## config.mk

```make
export PLATFORM = sky130hd
export DESIGN_NAME = rr_grant_arb
export DESIGN_NICKNAME = d
export VERILOG_FILES = /design/src/rtl/rr_grant_arb_pkg.sv /design/src/rtl/rr_pick.sv /design/src/rtl/rr_grant_arb.sv
export SDC_FILE = /design/constraint.sdc
export NUM_CORES = 1
export LEC_CHECK = 0
export ABC_AREA = 1
export BUFFER_PORTS_ARGS = -buffer_cell sky130_fd_sc_hd__buf_2
export CAP_MARGIN = 20
export CELL_PAD_IN_SITES_DETAIL_PLACEMENT = 0
export CELL_PAD_IN_SITES_GLOBAL_PLACEMENT = 1
export CORE_MARGIN = 2
export CORE_UTILIZATION = 31
export CTS_CLUSTER_DIAMETER = 60
export DETAILED_ROUTE_END_ITERATION = 16
export PLACE_DENSITY_LB_ADDON = 0.1
export SYNTH_ARGS = -nofsm -noshare
export SYNTH_HDL_FRONTEND = slang
export SYNTH_SLANG_ARGS = --single-unit
```

## constraint.sdc

```tcl
create_clock -name clk -period 1.1 [get_ports clk]
set_input_delay 0.165 -clock clk [delete_from_list [all_inputs] [get_ports clk]]
set_output_delay 0.165 -clock clk [all_outputs]
set_load 0.005 [all_outputs]
```

## src/rtl/rr_grant_arb_pkg.sv

```systemverilog
// rtl/rr_grant_arb_pkg.sv - shared state encoding and id-width helper for rr_grant_arb
package rr_grant_arb_pkg;

   typedef enum logic [1:0] {
      IDLE  = 2'd0,
      GRANT = 2'd1,
      GAP   = 2'd2
   } state_t;

   localparam int HOLD_W = 8;

   function automatic int id_width(input int n);
      return (n > 1) ? $clog2(n) : 1;
   endfunction

endpackage

```

## src/rtl/rr_pick.sv

```systemverilog
// rtl/rr_pick.sv - rotating priority encoder: first set r bit scanning ptr, ptr+1, ... mod N
module rr_pick #(
   parameter int N  = 4,
   parameter int IW = 2
) (
   input  logic [N-1:0]  r,
   input  logic [IW-1:0] ptr,
   output logic          valid,
   output logic [IW-1:0] idx
);

   logic [IW:0] sum;

   // Walk from the farthest offset down so the nearest request to ptr wins.
   always_comb begin
      valid = 1'b0;
      idx   = '0;
      sum   = '0;
      for (int j = N - 1; j >= 0; j--) begin
         sum = {1'b0, ptr} + (IW + 1)'(j);
         if (sum >= (IW + 1)'(N)) begin
            sum = sum - (IW + 1)'(N);
         end
         if (r[sum[IW-1:0]]) begin
            valid = 1'b1;
            idx   = sum[IW-1:0];
         end
      end
   end

endmodule

```

## src/rtl/rr_grant_arb.sv

```systemverilog
// rtl/rr_grant_arb.sv - round-robin grant arbiter with one-cycle release gap
// Optional hold-limit timeout enabled by macro RR_GRANT_ARB_TIMEOUT_EN.
module rr_grant_arb
   import rr_grant_arb_pkg::*;
#(
   parameter  int N        = 4,
   parameter  int MAX_HOLD = 8,
   localparam int IW       = id_width(N)
) (
   input  logic          clk,
   input  logic          reset,
   input  logic [N-1:0]  r,
   output logic [N-1:0]  g,
   output logic [IW-1:0] gid,
`ifdef RR_GRANT_ARB_TIMEOUT_EN
   output logic          timeout,
`endif
   output logic          busy
);

   state_t      state_q, state_d;
   logic [IW-1:0] owner_q, owner_d;
   logic [IW-1:0] ptr_q, ptr_d;
   logic [IW:0]   next_ptr;
   logic          pick_valid;
   logic [IW-1:0] pick_idx;
`ifdef RR_GRANT_ARB_TIMEOUT_EN
   logic [HOLD_W-1:0] hold_q, hold_d;
   logic              timeout_q, timeout_d;
`endif

   rr_pick #(
      .N  (N),
      .IW (IW)
   ) u_pick (
      .r     (r),
      .ptr   (ptr_q),
      .valid (pick_valid),
      .idx   (pick_idx)
   );

   always_comb begin
      state_d  = state_q;
      owner_d  = owner_q;
      ptr_d    = ptr_q;
      next_ptr = {1'b0, owner_q} + (IW + 1)'(1);
      if (next_ptr == (IW + 1)'(N)) begin
         next_ptr = '0;
      end
`ifdef RR_GRANT_ARB_TIMEOUT_EN
      hold_d    = hold_q;
      timeout_d = 1'b0;
`endif
      case (state_q)
         IDLE, GAP: begin
            if (pick_valid) begin
               state_d = GRANT;
               owner_d = pick_idx;
`ifdef RR_GRANT_ARB_TIMEOUT_EN
               hold_d  = '0;
`endif
            end else begin
               state_d = IDLE;
            end
         end
         GRANT: begin
            if (!r[owner_q]) begin
               state_d = GAP;
               ptr_d   = next_ptr[IW-1:0];
            end
`ifdef RR_GRANT_ARB_TIMEOUT_EN
            // hold_q counts completed grant cycles minus one.
            else if (hold_q == HOLD_W'(MAX_HOLD - 1)) begin
               state_d   = GAP;
               ptr_d     = next_ptr[IW-1:0];
               timeout_d = 1'b1;
            end else begin
               hold_d = hold_q + HOLD_W'(1);
            end
`endif
         end
         default: begin
            state_d = IDLE;
         end
      endcase
   end

   always_ff @(posedge clk) begin
      if (reset) begin
         state_q   <= IDLE;
         owner_q   <= '0;
         ptr_q     <= '0;
`ifdef RR_GRANT_ARB_TIMEOUT_EN
         hold_q    <= '0;
         timeout_q <= 1'b0;
`endif
      end else begin
         state_q   <= state_d;
         owner_q   <= owner_d;
         ptr_q     <= ptr_d;
`ifdef RR_GRANT_ARB_TIMEOUT_EN
         hold_q    <= hold_d;
         timeout_q <= timeout_d;
`endif
      end
   end

   always_comb begin
      g = '0;
      for (int k = 0; k < N; k++) begin
         g[k] = (state_q == GRANT) && (owner_q == IW'(k));
      end
      gid  = (state_q == GRANT) ? owner_q : '0;
      busy = (state_q == GRANT);
   end

`ifdef RR_GRANT_ARB_TIMEOUT_EN
   assign timeout = timeout_q;
`endif

endmodule

```

* Word-level counts from Yosys, hierarchy flattened
Cells that the tools add are included.
** Word-level totals
- Output and inout port bits :: 7
- Register bits after elaboration :: 6
- Bits of input ports :: 6
- Logic and storage cells :: 64
** Cells by class
- Muxes and demuxes :: 27
- Reduce and logical (&&, ||, !) cells :: 9
- Equal/unequal tests :: 7
- Bitwise operators :: 1
- $lt $le $gt $ge :: 9
- $add $sub $neg :: 8
** Operator list (count)
- two-way mux 2 bit :: 11
- < comparator 2 x 3 -> 1 bit, second input constant :: 5
- binary-select mux 1 bit (select 2 bit) :: 5
- two-way mux 1 bit :: 10
- greater-or-equal comparator 3 bit, second input constant :: 3
- subtractor 2 x 1 -> 2 bit, second input constant :: 4
- adder 2 x 1 -> 3 bit, second input constant :: 2
- adder 2 x 2 -> 3 bit, second input constant :: 2
- == test 2 bit, second input constant :: 3
- == test 2 x 1 -> 1 bit, second input constant :: 2
- logical AND 1 bit :: 4
- zero test 2 bit :: 2
- case mux 2 bit (2 select lines) :: 1
- AND reduction 2 bit :: 2
- == test 3 bit, second input constant :: 1
- greater-or-equal comparator 2 x 3 -> 1 bit, second input constant :: 1
- != test 2 bit, second input constant :: 1
- OR reduction 2 bit :: 1
- inverter 1 bit :: 1

* Logic depth before layout (Yosys ltp)
- Word-level depth :: 11
- Depth in mapped cells :: 11
- Mapped depth without buffers :: 11

* Cells and area by module
From an unflattened synthesis, not the netlist that was laid out.
** Unflattened totals
- Cell total of the unflattened synthesis :: 98
- Area, all modules :: 589.3 um^2
** By module, submodules not included
- rr_grant_arb :: seq. area each 120.1 um^2, times used 1, cells an instance 52, area an instance 376.6 um^2
- rr_pick :: seq. area each 0.0 um^2, times used 1, cells an instance 46, area an instance 212.7 um^2

* Least setup slack after synthesis
No wires, ideal clock.
- Path type :: register to register
- Start :: register ptr_q[0]
- End :: register owner_q[1]
- Setup time :: 0.114 ns
- Buffers on the path :: 0
- Data required time :: 0.986 ns
- Stages on the path, launching flop included :: 12
- Setup slack :: -0.113 ns
- Data arrival time :: 1.100 ns
- Period minus slack after synthesis :: 1.213 ns
- Path through :: dfxtp_1 > inv_2 > nand2_1 > nand2_1 > nand2_4 > nand2_4 > nor2_4 > nand2_4 > nand2_4 > nand2_1 > nand2_1 > nor2_1
** On the way
- Cells in the longest elaborated chain, start to end :: 10
- Elaborated cells on any way between the ends :: 32
- Those cells by class :: add/sub (7); order compare (4); mux (20); reduce/logical (1)
** RTL lines
- start: declaration :: line rr_grant_arb.sv:23 : logic [IW-1:0] ptr_q, ptr_d;
- start signal: assignment :: line rr_grant_arb.sv:100 : ptr_q <= ptr_d;
- adder 2 x 2 -> 3 bit :: line rr_pick.sv:20 : sum = {1'b0, ptr} + (IW + 1)'(j);
- greater-or-equal comparator 3 bit or subtractor 2 x 1 -> 2 bit (tied branches) :: line rr_pick.sv:21, rr_pick.sv:22
- two-way mux 2 bit :: line rr_pick.sv:21 : if (sum >= (IW + 1)'(N)) begin
- binary-select mux 1 bit (select 2 bit) :: line rr_pick.sv:24 : if (r[sum[IW-1:0]]) begin
- two-way mux 1 bit (not written as such) :: line rr_pick.sv:24
- two-way mux 1 bit (4 in a row) :: line rr_pick.sv:24
- AND reduction 2 bit (no line)
- end signal: assignment :: line rr_grant_arb.sv:99 : owner_q <= owner_d;
- end: declaration :: line rr_grant_arb.sv:22 : logic [IW-1:0] owner_q, owner_d;
Parallel ways exist; a longest one is shown, timed or not. The select of a mux whose other input is x is not followed.
A chain may end at the register's enable or synchronous reset.

* Worst setup path in the final report
- Start :: register ptr_q[0]
- End :: register owner_q[0]
Same word-level chain as after synthesis.

==> results by group <==
Placed design
  • Post-placement cell area: 838 um2
  • Gpl congestion: 0.763
  • Final HPWL DP: 1.26 mm
  • Post-Place Cells: 156
  • Port Buffer Count: 12

Critical path
  • CP endpoint kind: flip-flop
  • Critical path data required time: 1240 ps
  • Worst r2r dst: owner_q[0]
  • Critical path type: reg2reg
  • Crit path from: ptr_q[0]
  • Reg2reg setup slack: -200 ps
  • CP max FO: 10
  • Crit path DAT: 1430 ps
  • R2r startpoint: ptr_q[0]
  • R2R depth: 11
  • CP Launch Type: flip-flop

Timing
  • Clock Skew: 2.64 ps
  • Tmin final: 1300 ps
  • Final setup margin: -197 ps
  • Slew @ Worst Pin: 202 ps
  • Crit share post-route: 118%
  • Final Hold Vio Count: 0
  • Final slew viol count: 0
  • Relative slew slack: 86.5%
  • # setup viols final: 12
  • RSZ-0062 raised after global routing: yes
  • Fmax: 0.771 GHz

Synth
  • Top cells by area, synth: dfxtp_1 (20%), nand2_1 (18%), inv_1 (9.8%)
  • Area leader, netlist: dfxtp_1
  • Mapped Cells: 103
  • Yosys warning count: 0
  • Syn Nets: 113
  • Register area share after synthesis: 19.5%
  • Top cell type's share of synthesized area: 19.5%
  • Post-synthesis register bit count: 6
  • Synth unique cells: 16
  • Post-Syn Area: 616 um2
  • Avg Cell Area, Syn: 5.98 um2

Clock network
  • CTS tree: done
  • Clock root buffer: clkbuf_4
  • H-tree depth: 1
  • Clock latency on the worst-skew pair: 240 ps
  • # hold bufs at CTS: 0
  • Reg clk slew, reported paths: 40 ps
  • Clock Path Buffers: 2
  • Num CTS Buffers: 3
  • Num Clock Sinks: 6

Drt
  • Wire length per cell: 10.5 um
  • Iteration-0 DRC Markers: 7
  • Via count of the routed design: 742
  • Remaining antenna violation count: 0
  • # DRC: 0
  • Final wirelength: 1.74 mm
  • Average vias per placed instance: 4.47
  • Drt first pass iters: 4

Die
  • Core area: 1920 um2
  • Die X: 48.6 um
  • Initial core utilization: 32.0%
  • Row count: 16
  • Chip height: 48.6 um
  • # IOs: 13
  • DIE AREA: 2360 um2

Power and ir drop
  • Int Power: 0.00158 W
  • Share of power burned in registers: 15.2%
  • Clock Power Share: 6.4%
  • PwrDens: 2660 nW/um2
  • VDD IR max: 1.34 mV
  • Switching Power: 0.00141 W
  • Leakage: 0.558 nW
  • Comb pwr share: 78.3%
  • Switching Share: 47.2%

Global routing
  • First-pass GRT wire length: 2.71 mm
  • Grt ovf: 0
  • Initial antenna violation count: 0
  • Number of global-route vias before repair: 662
  • Aggregate global-route resource usage: 14.6%
  • GRT met1 Usage: 16.0%
  • Largest net degree at the start of global routing: 11
  • Global route hottest layer: met2
  • GR met3 Demand/Resource: 1.85%
  • M2 GR Usage: 27.5%

Layout
  • Fin area: 1120 um2
  • Antenna Cells: 0
  • Layout Cells excl Fill: 166
  • Syn-to-layout area delta: 82.7%
  • Share of layout cells above drive strength 1: 66.9%
  • Final net count: 151

Run
  • Max-cap violations: 0

Outcome
  • Status: complete, but fails checks
  • Failing checks: negative setup slack

Min path
  • Hold depth: 2
  • Worst hold path startpoint: reset
  • Hold Path Sink: state_q[0]
  • HP Class: in2reg
[critical path, stage by stage, from the launching register on]
cell and delay, ps:
dfxtp_4 350, buf_12 140, nand2_2 60, nand2_2 70, nand2_2 100, nand2_4 70
nor2_4 110, nand2_4 60, nand2_4 90, nand2_1 50, nand2_1 50, nor2_1 40
[cells in the final DEF, fill, tap and decap left out, drive strengths merged]
master,count
nor2,17
nand2,40
nand3,4
a21oi,6
clkbuf,3
inv,18
dfxtp,6
o21ai,6
buf,34
ha,4
a211oi,1
[final cells by class]
| type | instances | area (um2) |
|---|---|---|
| clock buffer | 3 | 22.5 |
| sequential | 6 | 134 |
| inverter | 18 | 77.6 |
| tap | 27 | 33.8 |
| fill | 195 | 797 |
| timing repair buffer | 34 | 278 |
| multi-input combinational | 78 | 579 |
[power groups by stage]
| stage | combinational, W | sequential [W] | clock (W) |
|---|---|---|---|
| CTS | 0.00202 | 0.000427 | 0.000201 |
| floorplan | 0.00110 | 0.000387 | 0 |
| finish | 0.00234 | 0.000456 | 0.000193 |
| global route | 0.00255 | 0.000463 | 0.000202 |
| detailed placement | 0.00167 | 0.000388 | 0 |
| global placement | 0.00165 | 0.000388 | 0 |
[how the worst max path moves through the flow]
stage                     slack, ps  depth (start not counted)         end
final                          -200                         11  owner_q[0]
after global routing           -270                         11  owner_q[0]
after CTS                      -200                         11  owner_q[0]
after detailed placement       -210                         11  owner_q[0]
after global placement         -200                         11  owner_q[0]
after floorplan                 -60                         11  owner_q[0]
[repair_timing]
item | 4_1_cts | 5_1_grt
gates resized for setup | 42 | 25
pin swaps | 14 | 9
cloned | 0 | 0
endpoints found under the setup margin | 12 | 13
setup buffers | 3 | 4
[through the flow]
| step | setup slack [ps] | setup TNS (ps) | hold slack [ps] | utilization, % | power [W] |
|---|---|---|---|---|---|
| 2_1_floorplan | -62.8 | -125 | 234 | - | 0.00148 |
| 3_3_place_gp | -198 | -733 | 387 | 43.6 | 0.00204 |
| 3_5_place_dp | -209 | -906 | 383 | 43.6 | 0.00205 |
| 4_1_cts | -197 | -1340 | 136 | 52.3 | 0.00265 |
| 5_1_grt | -273 | -2140 | 163 | 58.5 | 0.00321 |
| 6_report | -197 | -1530 | 160 | 58.5 | 0.00299 |
[state kept, by name, indices dropped and copies added, names as in the netlist]
register,cells
owner_q,2
ptr_q,2
state_q,2
[synthesized netlist by cell type]
master / n
nand2_4: 5
nand2_2: 5
dfxtp_1: 6
a21oi_1: 6
a211oi_1: 1
o21ai_0: 3
nor2_4: 1
nand2_1: 30
nor2_1: 16
inv_1: 16
o21ai_1: 1
ha_1: 4
inv_2: 2
nand3_1: 4
buf_6: 1
o21ai_2: 2
[kinds of logic (layout without fill, tap and decap cells)]
group,Yosys count,in the layout,synth area share [%]
AO/OA/AOI/OAI,13,13,12.2
adder cells (fa/ha/maj),4,4,8.13
buffers and inverters,19,55,12.8
flip-flops,6,6,19.5
AND/OR/NAND/NOR,61,61,47.4
[per-layer routing]
layer | wire [um] | vias up
li1 | - | 388
met1 | 716 | 332
met2 | 963 | 19
met3 | 40 | 3
met4 | 20 | 0
met5 | 0 | -
Note: power is estimated with default switching activity, not from simulation.
